## config.mk

```make
export PLATFORM = sky130hd
export DESIGN_NAME = atm_card_entry
export DESIGN_NICKNAME = d
export VERILOG_FILES = /design/src/rtl/atm_entry_pkg.sv /design/src/rtl/atm_dec_accum.sv /design/src/rtl/atm_card_entry.sv
export SDC_FILE = /design/constraint.sdc
export NUM_CORES = 1
export LEC_CHECK = 0
export ABC_CLOCK_PERIOD_IN_PS = 4200
export CAP_MARGIN = 30
export CORE_MARGIN = 4
export CORE_UTILIZATION = 46
export DETAILED_ROUTE_END_ITERATION = 16
export HOLD_SLACK_MARGIN = 0.06
export MAX_ROUTING_LAYER = met4
export PLACE_DENSITY = 0.78
export REMOVE_ABC_BUFFERS = 1
export SLEW_MARGIN = 30
export SYNTH_ARGS = -nofsm -noshare
export SYNTH_HDL_FRONTEND = slang
export SYNTH_SLANG_ARGS = --single-unit
```

## constraint.sdc

```tcl
create_clock -name clk -period 4.2 [get_ports clk]
set_input_delay 0.42 -clock clk [delete_from_list [all_inputs] [get_ports clk]]
set_output_delay 0.42 -clock clk [all_outputs]
set_load 0.05 [all_outputs]
```

## src/rtl/atm_entry_pkg.sv

```systemverilog
// atm_entry_pkg: shared definitions for the ATM keypad front-end.
//   - key-code constants for the control keys (digits are 4'h0-4'h9)
//   - session state encoding
//   - default account-number and PIN widths
//   - is_digit helper used by the FSM and the accumulator control
package atm_entry_pkg;

  localparam int ACC_W_DEF = 12;
  localparam int PIN_W_DEF = 4;

  localparam logic [3:0] KEY_ENTER  = 4'hA;
  localparam logic [3:0] KEY_CLEAR  = 4'hB;
  localparam logic [3:0] KEY_CANCEL = 4'hC;

  typedef enum logic [2:0] {
    ACC_ENTRY = 3'd0,
    PIN_ENTRY = 3'd1,
    REQUEST   = 3'd2,
    WAIT_AUTH = 3'd3,
    SESSION   = 3'd4,
    LOCKED    = 3'd5
  } state_t;

  function automatic logic is_digit(input logic [3:0] k);
    return (k <= 4'd9);
  endfunction

endpackage

```

## src/rtl/atm_dec_accum.sv

```systemverilog
// atm_dec_accum: decimal x10+d accumulator for the account number.
//   clk, rst_n  : clock, synchronous active-low reset
//   clr         : clear value and digit count
//   digit_en    : accept 'digit' this cycle unless reject is high
//   digit       : decimal digit 0-9
//   acc         : accumulated value
//   digit_cnt   : number of digits accepted so far
//   reject      : the presented digit would exceed ACC_DIGITS or 2^ACC_W-1
module atm_dec_accum #(
  parameter int ACC_DIGITS = 4,
  parameter int ACC_W      = 12,
  parameter int CNT_W      = 3
) (
  input  logic             clk,
  input  logic             rst_n,
  input  logic             clr,
  input  logic             digit_en,
  input  logic [3:0]       digit,
  output logic [ACC_W-1:0] acc,
  output logic [CNT_W-1:0] digit_cnt,
  output logic             reject
);

  // Four extra bits hold acc*10+9 for any acc that fits in ACC_W,
  // so the overflow compare never sees a wrapped value.
  localparam int SUM_W = ACC_W + 4;

  logic [SUM_W-1:0] sum;

  assign sum    = SUM_W'(acc) * SUM_W'(10) + SUM_W'(digit);
  assign reject = (digit_cnt == CNT_W'(ACC_DIGITS)) ||
                  (sum > SUM_W'((1 << ACC_W) - 1));

  always_ff @(posedge clk) begin
    if (!rst_n || clr) begin
      acc       <= '0;
      digit_cnt <= '0;
    end else if (digit_en && !reject) begin
      acc       <= sum[ACC_W-1:0];
      digit_cnt <= digit_cnt + CNT_W'(1);
    end
  end

endmodule

```

## src/rtl/atm_card_entry.sv

```systemverilog
// atm_card_entry: keypad front-end for the ATM controller.
// Collects an account number and a single-digit PIN, raises an auth request
// (req_valid/req_ready), waits for the verdict, holds the session and locks
// the keypad for LOCK_CYCLES after MAX_TRIES consecutive failures.
//   clk, rst_n     : clock, synchronous active-low reset
//   key_valid/code : keypress strobe and code (0-9, A ENTER, B CLEAR, C CANCEL)
//   req_ready      : downstream accepts the request
//   auth_done/ok   : auth verdict strobe and result
//   logout         : ends an active session
//   acc_number,pin : captured credentials
//   req_valid      : request pending
//   session_active : authenticated session
//   locked         : lockout in progress
//   entry_error    : one-cycle pulse on a rejected key
//   fail_count     : consecutive failed authentications
module atm_card_entry
  import atm_entry_pkg::*;
#(
  parameter int ACC_DIGITS  = 4,
  parameter int ACC_W       = ACC_W_DEF,
  parameter int PIN_W       = PIN_W_DEF,
  parameter int MAX_TRIES   = 3,
  parameter int LOCK_CYCLES = 1000
) (
  input  logic             clk,
  input  logic             rst_n,
  input  logic             key_valid,
  input  logic [3:0]       key_code,
  input  logic             req_ready,
  input  logic             auth_done,
  input  logic             auth_ok,
  input  logic             logout,
  output logic [ACC_W-1:0] acc_number,
  output logic [PIN_W-1:0] pin,
  output logic             req_valid,
  output logic             session_active,
  output logic             locked,
  output logic             entry_error,
  output logic [1:0]       fail_count
);

  localparam int CNT_W = $clog2(ACC_DIGITS + 1);
  localparam int TMR_W = $clog2(LOCK_CYCLES);

  state_t           state;
  logic             has_pin;
  logic [TMR_W-1:0] lock_tmr;

  logic             acc_clr;
  logic             acc_digit_en;
  logic [CNT_W-1:0] acc_cnt;
  logic             acc_reject;

  // Accumulator control is decoded combinationally so a digit lands in the
  // same edge that samples the key.
  always_comb begin
    acc_clr      = 1'b0;
    acc_digit_en = (state == ACC_ENTRY) && key_valid && is_digit(key_code);
    case (state)
      ACC_ENTRY: acc_clr = key_valid &&
                           (key_code == KEY_CLEAR || key_code == KEY_CANCEL);
      PIN_ENTRY: acc_clr = key_valid && (key_code == KEY_CANCEL);
      WAIT_AUTH: acc_clr = auth_done && !auth_ok;
      SESSION:   acc_clr = logout || (key_valid && key_code == KEY_CANCEL);
      default:   acc_clr = 1'b0;
    endcase
  end

  atm_dec_accum #(
    .ACC_DIGITS (ACC_DIGITS),
    .ACC_W      (ACC_W),
    .CNT_W      (CNT_W)
  ) u_accum (
    .clk       (clk),
    .rst_n     (rst_n),
    .clr       (acc_clr),
    .digit_en  (acc_digit_en),
    .digit     (key_code),
    .acc       (acc_number),
    .digit_cnt (acc_cnt),
    .reject    (acc_reject)
  );

  always_ff @(posedge clk) begin
    if (!rst_n) begin
      state          <= ACC_ENTRY;
      pin            <= '0;
      has_pin        <= 1'b0;
      req_valid      <= 1'b0;
      session_active <= 1'b0;
      locked         <= 1'b0;
      entry_error    <= 1'b0;
      fail_count     <= '0;
      lock_tmr       <= '0;
    end else begin
      entry_error <= 1'b0;
      case (state)
        ACC_ENTRY: begin
          if (key_valid) begin
            if (is_digit(key_code)) begin
              if (acc_reject) entry_error <= 1'b1;
            end else if (key_code == KEY_ENTER) begin
              if (acc_cnt == '0) entry_error <= 1'b1;
              else               state       <= PIN_ENTRY;
            end else if (key_code == KEY_CANCEL) begin
              pin     <= '0;
              has_pin <= 1'b0;
            end else if (key_code != KEY_CLEAR) begin
              entry_error <= 1'b1;
            end
          end
        end
        PIN_ENTRY: begin
          if (key_valid) begin
            if (is_digit(key_code)) begin
              pin     <= PIN_W'(key_code);
              has_pin <= 1'b1;
            end else if (key_code == KEY_ENTER) begin
              if (!has_pin) begin
                entry_error <= 1'b1;
              end else begin
                state     <= REQUEST;
                req_valid <= 1'b1;
              end
            end else if (key_code == KEY_CLEAR) begin
              pin     <= '0;
              has_pin <= 1'b0;
            end else if (key_code == KEY_CANCEL) begin
              pin     <= '0;
              has_pin <= 1'b0;
              state   <= ACC_ENTRY;
            end else begin
              entry_error <= 1'b1;
            end
          end
        end
        REQUEST: begin
          if (req_ready) begin
            req_valid <= 1'b0;
            state     <= WAIT_AUTH;
          end
        end
        WAIT_AUTH: begin
          if (auth_done) begin
            if (auth_ok) begin
              session_active <= 1'b1;
              fail_count     <= '0;
              state          <= SESSION;
            end else begin
              pin        <= '0;
              has_pin    <= 1'b0;
              fail_count <= fail_count + 2'd1;
              if (fail_count == 2'(MAX_TRIES - 1)) begin
                locked   <= 1'b1;
                lock_tmr <= '0;
                state    <= LOCKED;
              end else begin
                state <= ACC_ENTRY;
              end
            end
          end
        end
        SESSION: begin
          if (logout || (key_valid && key_code == KEY_CANCEL)) begin
            session_active <= 1'b0;
            pin            <= '0;
            has_pin        <= 1'b0;
            state          <= ACC_ENTRY;
          end
        end
        LOCKED: begin
          if (lock_tmr == TMR_W'(LOCK_CYCLES - 1)) begin
            locked     <= 1'b0;
            fail_count <= '0;
            lock_tmr   <= '0;
            state      <= ACC_ENTRY;
          end else begin
            lock_tmr <= lock_tmr + TMR_W'(1);
          end
        end
        default: state <= ACC_ENTRY;
      endcase
    end
  end

endmodule

```

==> key figures <==
Outcome
  – Outcome: complete, no violations

Pwr
  – Worst VDD drop: 0.185 mV
  – Leakage: 1.38 nW
  – Overall power: 0.877 mW
  – Pwr/cell area: 265 mW/mm^2

Clocking
  – Worst-path clk slew: 80 ps
  – Clock Sink Count: 39
  – Root buffer cell: clkbuf_8
  – # hold bufs at CTS: 0
  – Num CTS Buffers: 5
  – PostCTS Resize Cnt: 0
  – CTS tree: yes
  – Bufs on Longest Clock Path: 2
  – Clk_lat worst skew: 290 ps
  – CTS HTree Levels: 2
  – Setup Buffers After CTS: 0

STA
  – Highest clock rate: 267 MHz
  – Max-slew violation count: 0
  – Clock Skews: 8.71 ps
  – Worst slew margin: 0.475
  – Min cycle time layout: 3740 ps
  – Fin. Hold Viols: 0
  – Final period util: 0.891
  – Unrepaired setup endpoints after global routing: false
  – TNS Setup: 0 ps
  – Actual slew at the worst max-slew pin: 777 ps
  – Final setup fails: 0

Layout
  – Area of the multi-input gates: 0.00195 mm^2
  – Fraction of layout instances using a drive strength above 1: 0.0593
  – Nets: 411
  – Filler instances: 549
  – Final core occ: 0.560
  – FF+latch area: 781 um^2
  – Antenna diodes: 0
  – Area growth, synth to finish: 17.8%

Placement
  – Port bufs: 32
  – DP HPWL: 4670 um
  – Routability cong.: 0.879

Synth
  – Avg Cell Area, Syn: 8.33 um^2
  – Leading area contributor after synthesis: dfxtp_1
  – Yosys Warn Count: 0
  – Post-synthesis compound-gate area fraction: 0.200
  – Async SR Flop Fraction: 0
  – Top_reg_cell synth: dfxtp_1
  – Post-synthesis sequential area ratio: 0.277
  – Mux contribution to synthesized area: 0.0644
  – Post-synthesis register bit count: 39
  – Main combinational cell family by area after synthesis: simple AND/OR/NAND/NOR gates
  – Most common cell in the netlist: nand2_1
  – Yosys top cell area share: 0.277
  – Synthesized instance count: 338
  – Xor/xnor share of the synthesized area: 0.0560
  – Post-Syn Area: 0.00282 mm^2
  – Synth area leaders: dfxtp_1 (28%), ha_1 (12%), nand2_1 (6.8%)
  – Synth top cells by count: nand2_1 (51), dfxtp_1 (39), ha_1 (27)
  – Synth Area in Adders: 0.134
  – Post-synth cell types: 57
  – Synth Area in Simple Gates: 0.236
  – Post-synth EDFFs: 0

Routing
  – Routed Antenna Nets: 0
  – DR pass1 iterations: 6
  – Drt via density: 5.61
  – Routed wire length: 6060 um
  – DRC Markers: 0
  – Starting DRT DRC Count: 76
  – Routed vias: 2502
  – DR WL/cell: 13.6 um

Flow run
  – Max Cap Viol: 0

Worst setup path
  – Worst-case reg-to-reg path depth: 11
  – Crit-path max FO: 8
  – CP endpoint kind: flop
  – Worst Path Arrival: 3960 ps
  – Worst setup path class: reg -> reg
  – Startpoint Class: flop
  – Worst r2r src: u_accum.acc[1]
  – Critical path required time: 4420 ps
  – Reg2reg end: u_accum.acc[1]
  – Reg2reg setup slack: 460 ps

GRT
  – Top Usage Layer GRT: met2
  – M2 GR Usage: 0.306
  – Total GRT Usage: 0.176
  – Overflow after GRT: 0
  – Met1 usage: 0.211
  – Initial antenna violation count: 0
  – Largest net degree at the start of global routing: 17
  – Met3 usage: 0.0266
  – Vias in the first global route: 2348
  – First-pass GRT wire length: 10500 um

Floorplan
  – Starting Density: 0.475
  – CORE AREA: 0.00592 mm^2
  – Die width: 86.2 um
  – I/O pin cnt: 33
  – Row count: 28
  – Die area: 0.00744 mm^2
  – Die height: 86.2 um

Worst hold path
  – WHS Endpoint: pin[0]
  – HP Start: pin[0]
  – Hold Path Stages: 1
  – Tightest Hold Check Type: reg -> reg
placed cells by master (no fill, tap or decap), drive strengths merged, types with 7 or more instances in the layout:
master,n
dfxtp,39
a21oi,21
nand3,7
clkdlybuf4s50,32
nor2,21
ha,27
nor2b,10
nand2,51
nand4,7
a21o,7
xor2,8
xnor2,10
mux2i,17
o21ai,14
inv,10
sequential cells by signal, indices dropped and copies added, names as in the netlist:
signal,count
has_pin,1
entry_error,1
locked,1
lock_tmr,10
u_accum.digit_cnt,3
req_valid,1
u_accum.acc,12
fail_count,2
state,3
pin,4
session_active,1
cells by family (layout without fill, tap and decap cells):
group	count (synthesis)	in the layout
AOI/OAI and AO/OA	82	82
xor gates and xnor gates	18	18
adders and majority gates	29	29
buffers and inverters	21	54
DFF	39	39
muxes	18	18
and+or+nand+nor	131	131
cell type report:
| class | instances | area share |
|---|---|---|
| clock inverter | 1 | 0.00905 |
| tap | 75 | 0.0283 |
| timing repair buffer | 36 | 0.106 |
| sequential | 39 | 0.235 |
| multi-input combinational | 278 | 0.587 |
| clock buffer | 6 | 0.0219 |
| inverter | 11 | 0.0124 |
worst max path at each step:
| stage | start | end | cells past startpoint |
|---|---|---|---|
| CTS | u_accum.acc[1] | u_accum.acc[1] | 11 |
| detailed placement | u_accum.acc[1] | u_accum.acc[1] | 11 |
| global placement | u_accum.acc[1] | u_accum.acc[4] | 11 |
| finish | u_accum.acc[1] | u_accum.acc[1] | 11 |
| global route | u_accum.acc[1] | u_accum.acc[3] | 11 |
| floorplan | u_accum.acc[1] | u_accum.acc[11] | 10 |
power by group:
| group | leakage [nW] | total [mW] | internal, mW | switching, mW |
|---|---|---|---|---|
| clock | 0.0513 | 0.305 | 0.174 | 0.131 |
| sequential | 0.315 | 0.390 | 0.379 | 0.0113 |
| combinational | 1.01 | 0.182 | 0.0751 | 0.107 |
stage by stage:
step	hold WS, ps	setup slack, ps	instances	instance area (um^2)
2_1_floorplan	450	38.3	328	2770
3_3_place_gp	464	585	439	3210
3_5_place_dp	474	451	439	3210
4_1_cts	491	431	446	3320
5_1_grt	511	237	446	3320
6_report	490	457	446	3320
metal layers:
layer,up-vias,wire length (um)
li1,1285,-
met1,1149,2790
met2,61,2900
met3,7,287
met4,0,85
met5,-,0
critical path, stage by stage, from the launching register on:
cell and delay, ps:
dfxtp_1 440, ha_1 270, ha_1 220, fa_1 430, a211oi_2 220, o21ai_0 110
a22o_1 260, or3b_4 410, or4b_4 580, a211oi_4 270, buf_4 230, mux2i_1 210
No activity file was read; power rests on OpenSTA's default activity.
